## src/rtl/ram_dp_clr.sv

```systemverilog
// Single-clock memory with one byte-enabled write port and one registered, write-first read port.
// A clear engine zeroes every word after reset and on request. Optional per-byte parity: `define PARITY_EN.
module ram_dp_clr #(
    parameter  int DATA_W = 32,
    parameter  int ADDR_W = 5,
    localparam int BE_W   = DATA_W / 8
) (
    input  logic              clk,
    input  logic              rst_n,
    input  logic              ena_i,
    input  logic              wr_en_i,
    input  logic [ADDR_W-1:0] wr_addr_i,
    input  logic [DATA_W-1:0] wr_data_i,
    input  logic [BE_W-1:0]   wr_be_i,
    input  logic              rd_en_i,
    input  logic [ADDR_W-1:0] rd_addr_i,
    output logic [DATA_W-1:0] rd_data_o,
    output logic              rd_valid_o,
    input  logic              clr_req_i,
    output logic              busy_o,
    output logic              parity_err_o
);

    localparam int DEPTH = 2 ** ADDR_W;

    typedef enum logic {
        CLEAR = 1'b0,
        IDLE  = 1'b1
    } state_t;

    state_t              state_q, state_d;
    logic [ADDR_W-1:0]   clr_cnt_q, clr_cnt_d;
    logic [DATA_W-1:0]   rd_data_q, rd_data_d;
    logic                rd_valid_q, rd_valid_d;

    logic [DATA_W-1:0]   mem [DEPTH];

    logic                busy;
    logic                wr_fire;
    logic                rd_fire;
    logic                fwd;
    logic [DATA_W-1:0]   rd_word;

    assign busy    = (state_q == CLEAR);
    assign wr_fire = ena_i & wr_en_i & ~busy;
    assign rd_fire = ena_i & rd_en_i & ~busy;
    assign fwd     = wr_fire & (wr_addr_i == rd_addr_i);

    always_comb begin
        state_d   = state_q;
        clr_cnt_d = clr_cnt_q;
        case (state_q)
            CLEAR: begin
                clr_cnt_d = clr_cnt_q + 1'b1;
                if (clr_cnt_q == ADDR_W'(DEPTH - 1)) begin
                    state_d = IDLE;
                end
            end
            IDLE: begin
                if (clr_req_i) begin
                    state_d   = CLEAR;
                    clr_cnt_d = '0;
                end
            end
            default: state_d = CLEAR;
        endcase
    end

    // Write-first: bytes being written this cycle at the read address bypass the array.
    always_comb begin
        rd_word = mem[rd_addr_i];
        for (int i = 0; i < BE_W; i++) begin
            if (fwd && wr_be_i[i]) begin
                rd_word[8*i +: 8] = wr_data_i[8*i +: 8];
            end
        end
        rd_data_d  = rd_fire ? rd_word : rd_data_q;
        rd_valid_d = rd_fire;
    end

    always_ff @(posedge clk) begin
        if (busy) begin
            mem[clr_cnt_q] <= '0;
        end else if (wr_fire) begin
            for (int i = 0; i < BE_W; i++) begin
                if (wr_be_i[i]) begin
                    mem[wr_addr_i][8*i +: 8] <= wr_data_i[8*i +: 8];
                end
            end
        end
    end

    always_ff @(posedge clk or negedge rst_n) begin
        if (!rst_n) begin
            state_q    <= CLEAR;
            clr_cnt_q  <= '0;
            rd_data_q  <= '0;
            rd_valid_q <= 1'b0;
        end else begin
            state_q    <= state_d;
            clr_cnt_q  <= clr_cnt_d;
            rd_data_q  <= rd_data_d;
            rd_valid_q <= rd_valid_d;
        end
    end

`ifdef PARITY_EN
    logic [BE_W-1:0] par_mem [DEPTH];
    logic [BE_W-1:0] wr_par;
    logic [BE_W-1:0] rd_par;
    logic [BE_W-1:0] rd_word_par;
    logic            parity_err_q, parity_err_d;

    // Even parity: the stored bit makes each byte plus its parity bit have an even count of ones.
    always_comb begin
        wr_par      = '0;
        rd_word_par = '0;
        rd_par      = par_mem[rd_addr_i];
        for (int i = 0; i < BE_W; i++) begin
            wr_par[i]      = ^wr_data_i[8*i +: 8];
            rd_word_par[i] = ^rd_word[8*i +: 8];
            if (fwd && wr_be_i[i]) begin
                rd_par[i] = wr_par[i];
            end
        end
        parity_err_d = rd_fire & (|(rd_par ^ rd_word_par));
    end

    always_ff @(posedge clk) begin
        if (busy) begin
            par_mem[clr_cnt_q] <= '0;
        end else if (wr_fire) begin
            for (int i = 0; i < BE_W; i++) begin
                if (wr_be_i[i]) begin
                    par_mem[wr_addr_i][i] <= wr_par[i];
                end
            end
        end
    end

    always_ff @(posedge clk or negedge rst_n) begin
        if (!rst_n) begin
            parity_err_q <= 1'b0;
        end else begin
            parity_err_q <= parity_err_d;
        end
    end

    assign parity_err_o = parity_err_q;
`else
    assign parity_err_o = 1'b0;
`endif

    assign rd_data_o  = rd_data_q;
    assign rd_valid_o = rd_valid_q;
    assign busy_o     = busy;

endmodule

```

## config.mk

```make
export PLATFORM = sky130hd
export DESIGN_NAME = ram_dp_clr
export DESIGN_NICKNAME = d
export VERILOG_FILES = /design/src/rtl/ram_dp_clr.sv
export SDC_FILE = /design/constraint.sdc
export NUM_CORES = 1
export LEC_CHECK = 0
export ABC_AREA = 1
export CORE_MARGIN = 10
export CORE_UTILIZATION = 37
export CTS_BUF_LIST = sky130_fd_sc_hd__clkbuf_8 sky130_fd_sc_hd__clkbuf_16
export CTS_CLUSTER_DIAMETER = 120
export CTS_CLUSTER_SIZE = 25
export DETAILED_ROUTE_END_ITERATION = 8
export PLACE_DENSITY = 0.5
export SLEW_MARGIN = 20
export SYNTH_ARGS = -nofsm -noshare
export SYNTH_HDL_FRONTEND = slang
export SYNTH_SLANG_ARGS = --single-unit
```

## constraint.sdc

```tcl
create_clock -name clk -period 6.35 [get_ports clk]
set_input_delay 1.27 -clock clk [delete_from_list [all_inputs] [get_ports clk]]
set_output_delay 1.27 -clock clk [all_outputs]
set_load 0.02 [all_outputs]
```

After elaboration in Yosys (flattened, before gate mapping):

Memories as Yosys holds them, arrays and structs flattened. A register that Yosys moved wholly into a read port is not among the register bits.
Cells that the tools add are included.

* register bits after elaboration: 7
* latch bits: 0
* bits in writable memories: 1024
* bits in read-only memories: 0
* input port bits: 52
* output and inout bits: 35
* word-level logic and storage cells: 39
* memories kept: 1

Memories
* mem: depth 32, width 32, read ports 1, clocked after memory_dff 1, write ports 1, line 36 `logic [DATA_W-1:0] mem [DEPTH];`

* $add $sub $neg: 1
* $mul: 0
* divide/modulo/power cells: 0
* order comparisons: 0
* equality and inequality tests: 2
* shift operators: 0
* muxes and demuxes: 25
* bitwise gates (word level): 5
* reductions and logical operators: 2

Operators by type and width (number)
* 2-to-1 mux 32 bit: 1
* OR reduction 32 bit: 1
* 2-to-1 mux 1 bit: 19
* 2-to-1 mux 5 bit: 2
* one-hot mux 5 bit (2 select lines): 1
* adder 5 x 1 -> 5 bit (second input constant): 1
* equality test 5 bit (second input constant): 1
* AND 1 bit: 4
* 2-to-1 mux 4 bit: 1
* inequality test 2 bit (second input constant): 1
* one-hot mux 1 bit (2 select lines): 1
* zero test 1 bit: 1
* inverter 1 bit: 1

Longest topological paths before layout:

Gate-level depths: netlist of the first run.

* depth after elaboration: 7
* gate-level depth with buffers: 16
* mapped depth without buffers: 13

Least setup slack after synthesis of the first run:

Ideal clock, no wire load.

* kind: in2reg
* from: input ena_i
* to: memory mem[19][0], enable pin
* setup time: 0.370 ns
* arrival: 2.899 ns
* data required time: 5.980 ns
* slack: 3.081 ns
* stages: 11
* path buffers: 1
* cells stage by stage: nand2_1 -> nor2_8 -> o21ai_4 -> nand2_4 -> buf_8 -> nand2_2 -> nand2_1 -> inv_1 -> nor2_1 -> nand2_1 -> nor2_1

* word-level cells in the longest chain between the ends: 7
* elaborated cells between the ends (all ways): 17
* classes of those cells: mux: 14; bitwise: 2; reduce/logical: 1

RTL lines
* from (decl): line 10 `input logic ena_i,`
* AND 1 bit (*) (2 in series): line 45 `assign wr_fire = ena_i & wr_en_i & ~busy;`
* 2-to-1 mux 1 bit: line 84 `end else if (wr_fire) begin`
* 2-to-1 mux 1 bit: line 82 `if (busy) begin`
* 2-to-1 mux 1 bit (implied by the code): line 87 `mem[wr_addr_i][8*i +: 8] <= wr_data_i[8*i +: 8];`
* OR reduction 32 bit (no source line)
* 2-to-1 mux 5 bit (no source line) or 2-to-1 mux 4 bit (tied branches)
* to (decl): line 36

Mark *: on every way between the ends. The rest lies on a longest branch, timed or not.

Worst setup path after layout of the first run:

* from: input ena_i
* to: memory mem[23][4], enable pin

The elaborated chain is that of the path after synthesis.

==> results of run 1 <==
layout make-up:
class	count	area share [%]
Clock inverter	40	0.371
Tap cell	1512	4.07
Timing Repair Buffer	138	2.83
Sequential cell	1063	68.2
Multi-Input combinational cell	2005	21.4
Inverter	59	0.524
Clock buffer	49	2.64
Antenna cell	1	0.00538
critical path: stages:
cell and delay [ns]:
clkdlybuf4s50_1 0.49, nand2_1 0.14, nor2_8 0.17, o21ai_4 0.15, nand2_4 0.27, nand2_1 0.11, nand2_1 0.15, inv_1 0.08
nor2_1 0.37, nand2_1 0.68, nor2_1 0.82
power by group through the flow:
stage	logic, uW	registers (uW)	clock network [uW]
floorplan	1350	9090	0
global placement	2550	9100	0
detailed placement	2560	9100	0
CTS	2570	8940	3690
global route	2780	9010	3910
finish	2570	8940	3630
state kept, by name, indices dropped and copies added (netlist names):
| signal | cells |
|---|---|
| mem | 1024 |
| rd_data_o | 32 |
| clr_cnt_q | 5 |
| rd_valid_o | 1 |
| state_q | 1 |
how the worst max path moves through the flow:
| stage | to | cells after the start | slack [ns] |
|---|---|---|---|
| 2_1_floorplan | mem[19][0] | 11 | 3.08 |
| 3_3_place_gp | mem[23][4] | 11 | 1.44 |
| 3_5_place_dp | mem[23][6] | 11 | 1.36 |
| 4_1_cts | mem[23][1] | 11 | 2.05 |
| 5_1_grt | mem[23][1] | 11 | 1.80 |
| 6_report | mem[23][4] | 11 | 1.94 |
logic make-up (layout without fill, tap and decap cells):
| kind of cell | after synthesis | in the layout | share of synthesized area (%) |
|---|---|---|---|
| AO/OA/AOI/OAI | 863 | 863 | 12.2 |
| adder cells (fa/ha/maj) | 2 | 2 | 0.0583 |
| buffers and inverters | 304 | 286 | 2.92 |
| flip-flops | 1063 | 1063 | 73.9 |
| other | 1 | 2 | 0.00874 |
| AND/OR/NAND/NOR | 1139 | 1139 | 10.9 |
routing by layer:
layer / GRT usage (%) / up-vias / wire length, um
li1: - / 12400 / -
met1: 28.6 / 14000 / 58900
met2: 31.7 / 1173 / 62300
met3: 3.22 / 176 / 10200
met4: 5.35 / 4 / 3860
met5: 0 / - / 27
through the flow:
| step | hold WS, ns | area, um^2 | setup slack [ns] | total power [uW] |
|---|---|---|---|---|
| 3_5_place_dp | 0.467 | 45100 | 1.36 | 11700 |
| 2_1_floorplan | 0.512 | 42900 | 3.08 | 10400 |
| 5_1_grt | 0.513 | 46500 | 1.80 | 15700 |
| 4_1_cts | 0.494 | 46500 | 2.05 | 15200 |
| 6_report | 0.489 | 46500 | 1.94 | 15100 |
| 3_3_place_gp | 0.464 | 45100 | 1.44 | 11600 |
placed cells by master (no fill, tap or decap), types with 2 or more instances in the layout:
cell type        Yosys  final
buf_12               0      6
buf_2               43      2
buf_4                3     48
buf_6                4      2
clkbuf_16            0     49
clkdlybuf4s50_1      0     79
clkinv_1             1     17
dfrtp_1             39     39
edfxtp_1          1024   1024
ha_1                 2      2
inv_1               55     63
inv_2                2     12
inv_6                1      3
inv_8                0      2
nand2_1            219    219
nand2_2              9      9
nand2_4              4      4
nand3_1            185    184
nand3_2              1      2
nand4_1              2      2
nand4_2              4      4
nor2_1             701    701
nor2_4               2      2
nor3_1               2      2
nor3_2               6      6
o211ai_1           144    144
o21ai_0            517    517
o21ai_4              2      2
o221ai_1           112    112
o22ai_1             88     88
==> metrics, run 1 <==
drt drc=2; P_leak=between 0.015 and 0.02 uW; drt initial violations=about 3400; Mapped Nets=3426; initial antenna violation count=4; Top Ports=87; DRT Wirelength=roughly 140 mm; TritonCTS buffer count=48; worst skew pair latency=around 0.68 ns; most numerous cell in the Yosys netlist=edfxtp_1; vias in the first global route=~27000; Seq/Total Area, Yosys=73.9%; GRT Total Usage=20.1%; Die X-Extent=361 um; R2R setup slack=2.43 ns; kind of critical path=in2reg; drt first pass iters=9; clk sinks=roughly 1100; CTS tree=built; status=finished, violations left; Synth cell types=34; Syn. warnings=0; EDFF count, synth=slightly above 1000; clock share of power=24.0%; Least-Margin Pin Slew=around 0.97 ns; setup bufs post-CTS=0; Reg clk slew, reported paths=about 0.11 ns; Peak VDD IR=between 0.0002 and 0.00025 V; DR vias/cell=between 5 and 6; Synth top area share=a little under three quarters; FF-to-FF path depth=10; Routed Antenna Nets=0; routability congestion estimate from global placement=0.814; port bufs=85; most area-hungry cell type in the Yosys netlist=edfxtp_1; combinational fraction of design power=between 15 and 20%; Post-CTS Resized=0; Final min period=between 4 and 5 ns; Hold Path Class=reg2reg; setup_tns=0 ns; CTS H-tree lvls=2; Critical Path AT=roughly 4.7 ns; Crit. End Element=register; hold path start=rd_data_o[17]; crit-path max FO=15; Root Driver=clkbuf_16; Hold EP=rd_data_o[17]; row count=124; layout cell share with drive strength beyond 1=approximately 4.7%; Post-Synthesis Cell Area=about 0.043 mm^2; hold buffer count at cts=0; top post-synthesis cells by count=edfxtp_1, nor2_1, o21ai_0; Cells on Worst Hold Path=2; multi-input logic area=0.00995 mm^2; Tcrit/Tclk final=a little over two thirds; Seq pwr share=~60%; skew final=between 0.03 and 0.04 ns; Synth Instances=3372; Synth Register Bits=approximately 1100; endpoints failing hold=0; RSZ-0062 raised after global routing=false; asr flop ratio synth=about 3.7%; Main synth FF type=edfxtp_1; Placed Cells=approximately 4800; Routed wire per std cell=roughly 28 um; area delta synth->final=8.41%; fillcell total=roughly 11000; Pins Over Slew Limit=0; detailed-route via count=about 28000; CP startpoint=ena_i; DIE AREA=around 0.13 mm^2; Clock Tree Buf Depth=3; nets=approximately 3400; CP Data Required Time=6.65 ns; Max Freq=about 230 MHz; r2r endpoint=mem[23][4]; register area=approximately 0.032 mm^2; Synth area leaders=edfxtp_1, nor2_1, o21ai_0; largest net degree at the start of global routing=approximately 190; Int Pwr=between 10000 and 15000 uW; total net switching power=4440 uW; initial cell density of the core=around 37%; Final HPWL DP=between 80 and 90 mm; die boundary height=361 um; Reg2Reg Launch Point=state_q; Final Non-Filler Cells=4867; setup violators final=0; Sw Share=between 20% and 30%; core area=~0.11 mm^2; CP Launch Type=primary input; global-route wire length before repair=195 mm; post-layout util=40.5%; Max-slew headroom=approximately a third; reported max-cap violation count=0; failing checks=design-rule violations; GRT overflow=0; Cell Pwr Density=325 mW/mm^2; post-synthesis average cell area=12.7 um^2
(Power assumes the default switching activity.)
==> inputs of run 2 (changes only) <==
clock period = 4.55 ns   (was 6.35 ns; I/O delays follow)
==> metrics, run 2 (synthesis gave the netlist of run 1 again) <==
status=finished clean; hold buffer count at cts=0 (unchanged); Tcrit/Tclk final=about four fifths; FF-to-FF path depth=10 (unchanged); drt drc=0 (-2); TritonCTS buffer count=48 (unchanged); Overall Power=21400 uW (+41%); P_leak=0.0164 uW (+6.9%); RSZ-0062 raised after global routing=false; port bufs=85 (unchanged); most frequent cells in the layout=edfxtp_1, nor2_1, o21ai_0, nand2_1, buf_4; worst skew pair latency=0.67 ns (about the same); # diodes=0 (-1); DIE AREA=0.130 mm^2 (unchanged); Final HPWL DP=78.1 mm (-3.3%); Reg clk slew, reported paths=0.11 ns (about the same); Hold WS=0.330 ns (-0.159 ns); drt first pass iters=6 (-3); CP Data Required Time=4.84 ns (-1.81 ns); Top Ports=87 (unchanged); initial antenna violation count=2 (-2); Max Freq=274 MHz; Post-CTS Resized=0 (unchanged); vias in the first global route=26400 (-1.8%); Cell Pwr Density=446 mW/mm^2 (+37%); CP Cell Sequence=clkdlybuf4s50_1 -> nand2_1 -> nor2_8 -> o21ai_4 -> nand2_4 -> nand2_1 -> nand2_1 -> inv_1 -> nor3_2 -> nand2_1 -> nor2_1; setup violators final=0 (unchanged); skew final=0.0226 ns (-0.0128 ns); kind of critical path=in2reg; Max-slew headroom=34.6% (-0.41 points); commonest non-fill, non-tap cell in the layout=edfxtp_1; Reg2Reg Launch Point=state_q; CTS tree=built; drt initial violations=2853 (-15%); Slowest cell on crit path=nor2_1; GRT overflow=0 (unchanged); Routed wire per std cell=25.6 um (-7.8%); setup_tns=0 ns (unchanged); nets=3534 (+4.9%); Peak VDD IR=0.000245 V (+4.5%); r2r endpoint=mem[15][21]; max incr delay on CP=0.70 ns (-0.12 ns); detailed-route via count=27700 (-0.058%); Hold Path Class=in2async; DRT Wirelength=129 mm (-4.8%); reported max-cap violation count=0 (unchanged); CP Launch Type=primary input; largest net degree at the start of global routing=130 (-30%); crit-path max FO=15 (unchanged); CP dominant cell by count=nand2_1; Crit. End Element=register; Final Non-Filler Cells=5029 (+3.3%); Die X-Extent=361 um (unchanged); layout cell share with drive strength beyond 1=8.87% (+4.1 points); setup bufs post-CTS=0 (unchanged); Clock Tree Buf Depth=3 (unchanged); Root Driver=clkbuf_16; initial cell density of the core=37.4% (unchanged); die boundary height=361 um (unchanged); area delta synth->final=11.6%; routability congestion estimate from global placement=0.777 (-4.5%); Routed Antenna Nets=0 (unchanged); CTS H-tree lvls=2 (unchanged); R2R setup slack=1.07 ns (-1.36 ns); fillcell total=10700 (-2.2%); largest reg by FF count=mem; global-route wire length before repair=188 mm (-3.4%); Placed Cells=4942 (+3.5%); Pins Over Slew Limit=0 (unchanged); core area=0.115 mm^2 (unchanged); endpoints failing hold=0 (unchanged); max reg flops=1024 (unchanged); row count=124 (unchanged); GRT Total Usage=19.1% (-0.94 points); DR vias/cell=5.50 (-3.3%); clk sinks=1063 (unchanged); Final min period=about 3.7 ns; Least-Margin Pin Slew=0.980 ns (+0.00617 ns); Critical Path AT=3.95 ns (-0.76 ns)
-- run 2: critical path: cells and delay by family --
family / cells / cell delay (ns)
and+or+nand+nor: 8 / 2.23
buffers and inverters: 2 / 0.66
AOI/OAI and AO/OA: 1 / 0.13
-- run 2: through the flow --
step | instance area, um^2 | setup slack, ns | util, %
after floorplan | 42900 | 1.64 | -
after global placement | 46500 | 0.342 | 40.5
after detailed placement | 46500 | 0.278 | 40.5
after CTS | 47900 | 0.980 | 41.7
after global routing | 47900 | 0.676 | 41.7
final | 47900 | 0.894 | 41.7
-- run 2: final cells by class --
type,instances,area [um^2],area share [%]
sequential,1063,31700,66.2
multi-input combinational,2005,9950,20.8
timing repair buffer,303,2720,5.68
tap,1512,1890,3.95
clock buffer,49,1230,2.56
inverter,59,244,0.509
clock inverter,38,155,0.324
-- run 2: worst max-delay path by stage --
stage / slack, ns / startpoint / to
2_1_floorplan: 1.64 / ena_i / mem[19][0]
3_3_place_gp: 0.34 / ena_i / mem[15][21]
3_5_place_dp: 0.28 / ena_i / mem[15][30]
4_1_cts: 0.98 / ena_i / mem[15][30]
5_1_grt: 0.68 / ena_i / mem[15][21]
6_report: 0.89 / ena_i / mem[15][21]
-- run 2: per-layer routing --
| layer | track usage, % | wire (um) |
|---|---|---|
| met5 | 0 | 13 |
| met4 | 4.35 | 2930 |
| met3 | 2.86 | 8150 |
| met2 | 30.3 | 59500 |
| met1 | 27.6 | 58200 |
-- run 2: report_power, final --
part           leakage [uW]  total, uW  internal (uW)  switching (uW)
clock              0.000808       5040           1980            3060
sequential           0.0101      12400          12000             347
combinational       0.00558       3950           1170            2780
total                0.0164      21400          15200            6180
